`config.mk`:
```
export PLATFORM = sky130hd
export DESIGN_NAME = calc_rr_multiport
export DESIGN_NICKNAME = d
export VERILOG_FILES = /design/src/rtl/calc_rr_multiport.sv
export SDC_FILE = /design/constraint.sdc
export NUM_CORES = 2
export LEC_CHECK = 0
export ABC_CLOCK_PERIOD_IN_PS = 19400
export BUFFER_PORTS_ARGS = -buffer_cell sky130_fd_sc_hd__buf_2
export CORE_MARGIN = 2
export CORE_UTILIZATION = 56
export CTS_CLUSTER_DIAMETER = 60
export DETAILED_ROUTE_END_ITERATION = 8
export PLACE_DENSITY = 0.84
export SLEW_MARGIN = 20
export SYNTH_ARGS = -nofsm -noshare
export SYNTH_HDL_FRONTEND = slang
export SYNTH_SLANG_ARGS = --single-unit
```
`constraint.sdc`:
```
create_clock -name c_clk -period 19.4 [get_ports c_clk]
set_clock_uncertainty 0.05 [all_clocks]
set_input_delay 3.88 -clock c_clk [delete_from_list [all_inputs] [get_ports c_clk]]
set_output_delay 3.88 -clock c_clk [all_outputs]
set_load 0.01 [all_outputs]
```
`src/rtl/calc_rr_multiport.sv`:
```
// rtl/calc_rr_multiport.sv - multiport calculator sharing one registered ALU through a round-robin arbiter
//
// Each port captures a two-cycle request (cmd+op1+tag, then op2) into its own FIFO.
// A round-robin arbiter pops one queued request per cycle into a single execute
// register; the result is registered onto the originating port's outputs one edge later.
//
// Ports:
//   c_clk        clock, rising edge
//   reset        asynchronous active-high reset
//   req_cmd_in   per-port command, 4 bits each
//   req_data_in  per-port operand bus (op1 on command cycle, op2 on the next)
//   req_tag_in   per-port tag, sampled on the command cycle
//   out_busy     per-port: cannot accept a new command this cycle
//   out_resp     per-port response code (0 none, 1 success, 2 error)
//   out_data     per-port result, 0 unless resp is 1
//   out_tag      per-port tag of the returned request, 0 when resp is 0
module calc_rr_multiport #(
    parameter int NUM_PORTS  = 4,
    parameter int DATA_W     = 32,
    parameter int FIFO_DEPTH = 2,
    parameter int TAG_W      = 2
) (
    input  logic                        c_clk,
    input  logic                        reset,
    input  logic [NUM_PORTS*4-1:0]      req_cmd_in,
    input  logic [NUM_PORTS*DATA_W-1:0] req_data_in,
    input  logic [NUM_PORTS*TAG_W-1:0]  req_tag_in,
    output logic [NUM_PORTS-1:0]        out_busy,
    output logic [NUM_PORTS*2-1:0]      out_resp,
    output logic [NUM_PORTS*DATA_W-1:0] out_data,
    output logic [NUM_PORTS*TAG_W-1:0]  out_tag
);
    localparam int PW = (NUM_PORTS > 1) ? $clog2(NUM_PORTS) : 1;
    localparam int AW = $clog2(FIFO_DEPTH);
    localparam int SW = $clog2(DATA_W);
    localparam int EW = 4 + 2 * DATA_W + TAG_W;

    localparam logic [3:0] CMD_ADD = 4'd1;
    localparam logic [3:0] CMD_SUB = 4'd2;
    localparam logic [3:0] CMD_SHL = 4'd5;
    localparam logic [3:0] CMD_SHR = 4'd6;

    localparam logic [1:0] RESP_OK  = 2'd1;
    localparam logic [1:0] RESP_ERR = 2'd2;

    typedef enum logic {S_IDLE, S_OP2} cap_state_t;

    // FIFO entry layout: {cmd, op1, op2, tag}
    logic [EW-1:0]        head [NUM_PORTS];
    logic [NUM_PORTS-1:0] nonempty;
    logic [NUM_PORTS-1:0] pop;

    logic [PW-1:0] ptr;
    logic [PW-1:0] cand;
    logic [PW-1:0] grant_idx;
    logic          grant_valid;

    logic              ex_valid;
    logic [PW-1:0]     ex_port;
    logic [3:0]        ex_cmd;
    logic [DATA_W-1:0] ex_op1;
    logic [DATA_W-1:0] ex_op2;
    logic [TAG_W-1:0]  ex_tag;

    for (genvar p = 0; p < NUM_PORTS; p++) begin : g_port
        cap_state_t        state_q;
        cap_state_t        state_d;
        logic              capture;
        logic              push;
        logic [3:0]        cmd_q;
        logic [DATA_W-1:0] op1_q;
        logic [TAG_W-1:0]  tag_q;
        logic [AW-1:0]     wr_ptr;
        logic [AW-1:0]     rd_ptr;
        logic [AW:0]       count;
        logic [EW-1:0]     mem [FIFO_DEPTH];
        logic [3:0]        cmd;
        logic [DATA_W-1:0] data;
        logic [TAG_W-1:0]  tag;

        assign cmd  = req_cmd_in[4*p +: 4];
        assign data = req_data_in[DATA_W*p +: DATA_W];
        assign tag  = req_tag_in[TAG_W*p +: TAG_W];

        // Counting the in-progress capture as occupied means the push at the
        // end of OP2 always finds a free slot.
        assign out_busy[p] = (count == (AW+1)'(FIFO_DEPTH)) ||
                             ((count == (AW+1)'(FIFO_DEPTH - 1)) && (state_q == S_OP2));

        always_comb begin
            state_d = state_q;
            capture = 1'b0;
            push    = 1'b0;
            case (state_q)
                S_IDLE: begin
                    if (cmd != 4'd0 && !out_busy[p]) begin
                        capture = 1'b1;
                        state_d = S_OP2;
                    end
                end
                S_OP2: begin
                    push    = 1'b1;
                    state_d = S_IDLE;
                end
                default: state_d = S_IDLE;
            endcase
        end

        always_ff @(posedge c_clk or posedge reset) begin
            if (reset) begin
                state_q <= S_IDLE;
                cmd_q   <= '0;
                op1_q   <= '0;
                tag_q   <= '0;
                wr_ptr  <= '0;
                rd_ptr  <= '0;
                count   <= '0;
            end else begin
                state_q <= state_d;
                if (capture) begin
                    cmd_q <= cmd;
                    op1_q <= data;
                    tag_q <= tag;
                end
                if (push) wr_ptr <= wr_ptr + 1'b1;
                if (pop[p]) rd_ptr <= rd_ptr + 1'b1;
                case ({push, pop[p]})
                    2'b10:   count <= count + 1'b1;
                    2'b01:   count <= count - 1'b1;
                    default: count <= count;
                endcase
            end
        end

        // Storage needs no reset: count gates every read.
        always_ff @(posedge c_clk) begin
            if (push) mem[wr_ptr] <= {cmd_q, op1_q, data, tag_q};
        end

        assign head[p]     = mem[rd_ptr];
        assign nonempty[p] = (count != '0);
        assign pop[p]      = grant_valid && (grant_idx == PW'(p));
    end

    // Search starts one past the last grant and wraps at NUM_PORTS.
    always_comb begin
        grant_valid = 1'b0;
        grant_idx   = ptr;
        cand        = ptr;
        for (int i = 0; i < NUM_PORTS; i++) begin
            cand = (cand == PW'(NUM_PORTS - 1)) ? '0 : cand + 1'b1;
            if (!grant_valid && nonempty[cand]) begin
                grant_valid = 1'b1;
                grant_idx   = cand;
            end
        end
    end

    always_ff @(posedge c_clk or posedge reset) begin
        if (reset) begin
            ptr      <= PW'(NUM_PORTS - 1);
            ex_valid <= 1'b0;
            ex_port  <= '0;
            ex_cmd   <= '0;
            ex_op1   <= '0;
            ex_op2   <= '0;
            ex_tag   <= '0;
        end else begin
            ex_valid <= grant_valid;
            if (grant_valid) begin
                ptr     <= grant_idx;
                ex_port <= grant_idx;
                {ex_cmd, ex_op1, ex_op2, ex_tag} <= head[grant_idx];
            end
        end
    end

    logic [DATA_W:0]   sum;
    logic [1:0]        res_code;
    logic [DATA_W-1:0] res_data;

    always_comb begin
        sum      = {1'b0, ex_op1} + {1'b0, ex_op2};
        res_code = RESP_ERR;
        res_data = '0;
        case (ex_cmd)
            CMD_ADD: begin
                if (!sum[DATA_W]) begin
                    res_code = RESP_OK;
                    res_data = sum[DATA_W-1:0];
                end
            end
            CMD_SUB: begin
                if (ex_op2 <= ex_op1) begin
                    res_code = RESP_OK;
                    res_data = ex_op1 - ex_op2;
                end
            end
            CMD_SHL: begin
                res_code = RESP_OK;
                res_data = ex_op1 << ex_op2[SW-1:0];
            end
            CMD_SHR: begin
                res_code = RESP_OK;
                res_data = ex_op1 >> ex_op2[SW-1:0];
            end
            default: begin
                res_code = RESP_ERR;
                res_data = '0;
            end
        endcase
    end

    // Every port not receiving a result this edge drops back to all-zero,
    // which makes responses single-cycle pulses.
    always_ff @(posedge c_clk or posedge reset) begin
        if (reset) begin
            out_resp <= '0;
            out_data <= '0;
            out_tag  <= '0;
        end else begin
            for (int p = 0; p < NUM_PORTS; p++) begin
                if (ex_valid && ex_port == PW'(p)) begin
                    out_resp[2*p +: 2]           <= res_code;
                    out_data[DATA_W*p +: DATA_W] <= res_data;
                    out_tag[TAG_W*p +: TAG_W]    <= ex_tag;
                end else begin
                    out_resp[2*p +: 2]           <= 2'd0;
                    out_data[DATA_W*p +: DATA_W] <= '0;
                    out_tag[TAG_W*p +: TAG_W]    <= '0;
                end
            end
        end
    end
endmodule
```
Yosys cells after proc, flatten, opt, wreduce, memory -nomap -nowiden
Memories as Yosys holds them, arrays and structs flattened.
Cells that the tools add are included.
{ "totals": {"register_bits": 391, "latch_bits": 0, "ramBits": 560, "rom_bits": 0, "input_bits": 154, "memories": 4} }
{ "classes": {"addsub": 22, "mul": 0, "div": 0, "n_lt_le_gt_ge": 6, "eq_ne": 30, "shifts": 2, "mux": 69, "bitwise_logic": 5, "n_reduce_logical": 45} }
{ "memory_table": {"columns": ["memory", "words", "word_bits", "rd", "rd_ports_with_merged_regs", "write_ports", "line_no", "source"], "rows": [
  ["g_port[0].mem", 2, 70, 1, 0, 1, "76", "logic [EW-1:0] mem [FIFO_DEPTH];"],
  ["g_port[1].mem", 2, 70, 1, 0, 1, "76", null],
  ["g_port[2].mem", 2, 70, 1, 0, 1, "76", null],
  ["g_port[3].mem", 2, 70, 1, 0, 1, "76", null]
]} }
{ "ops": {"columns": ["cell", "count"], "rows": [
  ["$mux 32", 6],
  ["$bmux 70 s2", 1],
  ["$mux 70", 2],
  ["$pmux 32 s4", 1],
  ["$mux 2", 18],
  ["$add 32x32->33", 1],
  ["$eq 2x2->1 const B", 16],
  ["$le 32x32->1", 1],
  ["$shl 32x5->32", 1],
  ["$shr 32x5->32", 1],
  ["$sub 32x32->32", 1],
  ["$mux 1", 28],
  ["$eq 2x1->1 const B", 10],
  ["$logic_and 1x1->1", 19],
  ["$add 2x1->2 const B", 8],
  ["$pmux 2 s2", 4],
  ["$reduce_bool 2->1", 8],
  ["$reduce_bool 4->1", 4],
  ["$lt 2x3->1 const B", 4],
  ["$add 1x1->1 const B", 8],
  ["$bmux 1 s2", 4],
  ["$eq 4x3->1 const B", 2],
  ["$pmux 1 s2", 4],
  ["$sub 2x1->2 const B", 4],
  ["other kinds (10)", 23]
]} }

Longest topological paths before layout
{ "logic_depth": {"ltp_word": 18, "ltp_mapped": 18} }

Worst setup path before layout
No wires, ideal clock.
{ "synth_path": {"kind": "input -> register", "from": "input req_cmd_in[12]", "to": "register g_port[3].op1_q[10]", "t_arrival_ps": 5207, "slack_ps": 14018, "stages": 5, "n_path_buf": 2, "path_cell_list": "nor4_1 nor3_1 clkbuf_1 buf_1 mux2_2"} }
{ "synth_via": {"elab_chain_len": 4} }
{ "synth_rtl": {"columns": ["element", "line_no", "source"], "rows": [
  ["from (decl)", "25", "input logic [NUM_PORTS*4-1:0] req_cmd_in,"],
  ["$reduce_bool 4->1", "96", "if (cmd != 4'd0 && !out_busy[p]) begin"],
  ["$logic_and 1x1->1", "96", null],
  ["$mux 1", "96", null],
  ["$mux 1", "94", "case (state_q)"],
  ["to (signal assigned)", "122", "op1_q <= data;"],
  ["to (decl)", "71", "logic [DATA_W-1:0] op1_q;"]
]} }
Every way passes these cells.
A chain may end at the register's enable or synchronous reset.

Worst setup path after layout
{ "layout_path": {"from": "register g_port[0].count[0]", "to": "output out_busy[0]"} }
{ "layout_via": {"elab_chain_len": 3, "elab_cells_between_ends": 4} }
{ "layout_rtl": {"columns": ["element", "line_no", "source"], "rows": [
  ["from (decl)", "75", "logic [AW:0] count;"],
  ["from (signal assigned)", "128", "2'b10: count <= count + 1'b1;"],
  ["from (signal assigned)", "129", "2'b01: count <= count - 1'b1;"],
  ["from (signal assigned)", "130", "default: count <= count;"],
  ["$eq 2x1->1", "88", "((count == (AW+1)'(FIFO_DEPTH - 1)) && (state_q == S_OP2));"],
  ["$logic_and 1x1->1", "88", null],
  ["$logic_or 1x1->1 *", "87", "assign out_busy[p] = (count == (AW+1)'(FIFO_DEPTH)) ||"],
  ["to (decl)", "28", "output logic [NUM_PORTS-1:0] out_busy,"]
]} }
Every way passes the cells marked *; elsewhere a longest branch is shown, timed or not.

==> results.yml <==
synthesis:
  synthMostInstantiatedCell: "edfxtp_1"
  number_of_register_bits_inferred_by_synthesis: 951
  yosysTopAreaCell: "edfxtp_1"
  async_reset_ff_frac: 0.4111
  avg_inst_size_synth_sq_um: 13.29
  synth_top_area_frac: 0.3955
  post_synth_num_cell_types: 85
  gate_count_after_technology_mapping: 3200
  post_synth_most_frequent_cells: "560 x edfxtp_1, 389 x dfrtp_1, 298 x a211oi_1"
  synth.yosys.seq_area_share: 0.6256
  synthTopCellsByArea: "edfxtp_1 40%, dfrtp_1 23%, a211oi_1 5.3%, mux2i_1 4.9%, mux2_2 4.6%"
  synthFlopType: "edfxtp_1"
  ys_warn_count: 0
  synth.cell_area_sq_um: 42520
  number_of_flops_mapped_to_enable_cells_by_yosys: 560
  synth.net_count: 3438
clock_network:
  cts_post_setup_buffers_inserted: 0
  htreeDepth: 3
  clock-sinks: 951
  resized_gates_after_cts: 0
  tritoncts_buffers: 95
  clk_pin_slew_ns: 0.06
  maximum_buffer_depth_of_the_clock_tree: 3
  hold_buffers: 0
  insertion_delay_ns: 0.66
  cts_root_buf: "clkbuf_16"
  tritoncts: "built"
route:
  vias_per_cell: 6.414
  detailedRoute.firstPassIterationCount: 6
  number_of_drc_markers_after_the_initial_detailed_route_iteration: 3230
  drt.antenna.violating_nets: 0
  vias: 28768
  routed_wl_microns: 119000
  drt_drc: 0
  post_drt_wl_per_cell_microns: 26.53
die:
  total_number_of_placement_rows: 101
  coreArea_sq_um: 75570
  floorplan.io_pins: 302
  die_h_microns: 279.6
  total_die_area_sq_um: 78150
  start_util: 0.5627
  floorplan.die.width_microns: 279.6
global_route:
  first_global_vias: 27975
  grt.total_usage: 0.3014
  gr-total-overflow: 0
  grt_first_pass_wirelength_microns: 175200
  antenna_violations_before_repair: 5
  maximum_number_of_pins_on_one_net_before_global_route_repair: 153
worst_setup_path:
  arrival_ns: 1.68
  crit_required_ns: 15.47
  startpoint_type: "flip-flop"
  path_max_fanout: 3
  timing.setup.critical_path_class: "flip-flop to output port"
  setup.worst_path.start: "g_port[0].count[0]$_DFFE_PP0P_"
  r2r-start: "g_port[2].count[0]$_DFFE_PP0P_"
  timing.critical_path.to_type: "output port"
sta:
  report.final.slew_viol_count: 0
  final_min_period_over_clock_period: 0.2893
  worst_slew_margin_rel: 0.1358
  report.final.hold_viol_count: 0
  tightestPinTransition_ns: 1.289
  final_period_minus_worst_setup_slack_ns: 5.613
  rsz0062_at_grt: "no"
  fin_setup_tns_ns: 0
  max_freq_ghz: 0.1781
  final-setup-viol-count: 0
finish:
  num-nets-final: 3661
  drive_above_1_share: 0.2127
  flow.area_growth_from_synthesis_pct: 12.92
  post-route-cell-area_sq_um: 48020
hold_path:
  hold_path_startpoint: "g_port[3].tag_q[1]$_DFFE_PP0P_"
  hp-class: "flip-flop to flip-flop"
outcome:
  run_status: "finished clean"
job:
  timing.max_cap.violations: 0
placement:
  port_buffers: 301
  place_hpwl_microns: 78910
  cell_area_placed_sq_um: 44840
  gp_congestion: 1.023
-- per-stage QoR --
| stage | instances | hold slack [ns] | worst slack, ns | utilization |
|---|---|---|---|---|
| final | 4485 | 0.4066 | 13.79 | 0.6354 |
| after global routing | 4484 | 0.4229 | 13.73 | 0.6354 |
| after CTS | 4481 | 0.4063 | 13.76 | 0.6352 |
| after detailed placement | 4304 | 0.4020 | 13.71 | 0.5933 |
| after global placement | 4304 | 0.3965 | 13.77 | 0.5933 |
| after floorplan | 3200 | 0.3882 | 4.604 | - |
-- final cells by class --
type	instances	area (sq um)
multi-input combinational	1937	14800
antenna	4	10.01
sequential	951	26620
fill	5423	27550
tap	978	1224
timing repair buffer	341	1823
clock inverter	44	426.7
inverter	97	372.9
clock buffer	133	2735
-- state kept, by name, indices dropped and copies added (netlist names) --
register,cells
g_port.rd_ptr,4
g_port.tag_q,8
g_port.wr_ptr,4
ex_tag,2
out_tag,8
out_data,128
ptr,2
g_port.count,8
ex_cmd,4
ex_op2,32
ex_op1,32
g_port.state_q,4
out_resp,8
g_port.op1_q,128
g_port.mem,560
ex_port,2
ex_valid,1
g_port.cmd_q,16
-- logic make-up (layout without fill, tap and decap cells) --
| logic type | Yosys count | count (layout) | share of synthesized area |
|---|---|---|---|
| flip-flops | 951 | 951 | 0.6256 |
| other | 0 | 4 | 0 |
| multiplexers | 403 | 403 | 0.1056 |
| XOR/XNOR | 16 | 16 | 0.003296 |
| AO/OA/AOI/OAI | 789 | 789 | 0.1355 |
| adder cells (fa/ha/maj) | 84 | 84 | 0.02507 |
| buffers and inverters | 312 | 615 | 0.02878 |
| AND/OR/NAND/NOR | 645 | 645 | 0.07615 |
-- worst paths after layout --
check	to	slack [ns]	cells after the start
worst max-delay path	out_busy[0]	13.79	4
worst min-delay path	g_port[3].mem[0][1]$_DFFE_PP_	0.41	0
worst max register to register	ex_op1[12]$_DFFE_PP0P_	14.31	13
worst min register to register	g_port[3].mem[0][1]$_DFFE_PP_	0.41	0
max in group asynchronous	g_port[1].rd_ptr$_DFFE_PP0P_	14.45	3
min in group asynchronous	out_data[67]$_DFF_PP0_	3.29	2
-- worst max-delay path: stages, from the launching register on --
cell and delay (ns):
dfrtp_1 0.39, inv_1 0.08, ha_1 0.26, a21o_1 0.17
buf_2 0.13
-- layout by cell type, fill, tap and decap left out, drive strengths merged, types with 19 or more instances in the layout --
cell type	count
clkinv	38
clkbuf	133
edfxtp	560
nand2	97
inv	97
dfrtp	389
a221o	20
o221ai	25
mux4	19
a211oi	300
ha	82
o21ai	88
nor2b	194
mux2	174
a21oi	115
mux2i	210
buf	341
a211o	74
nor2	215
a221oi	19
nor3	32
-- layer usage --
layer	routed length (microns)	GRT usage	vias up
met5	0	0	-
met4	6998	0.1662	0
met3	10070	0.05905	276
met2	57250	0.4891	1425
met1	44680	0.3832	14473
li1	-	-	12594
Power is not shown: default switching activity piles up to over one toggle a cycle in this logic, so the estimate is an artifact.
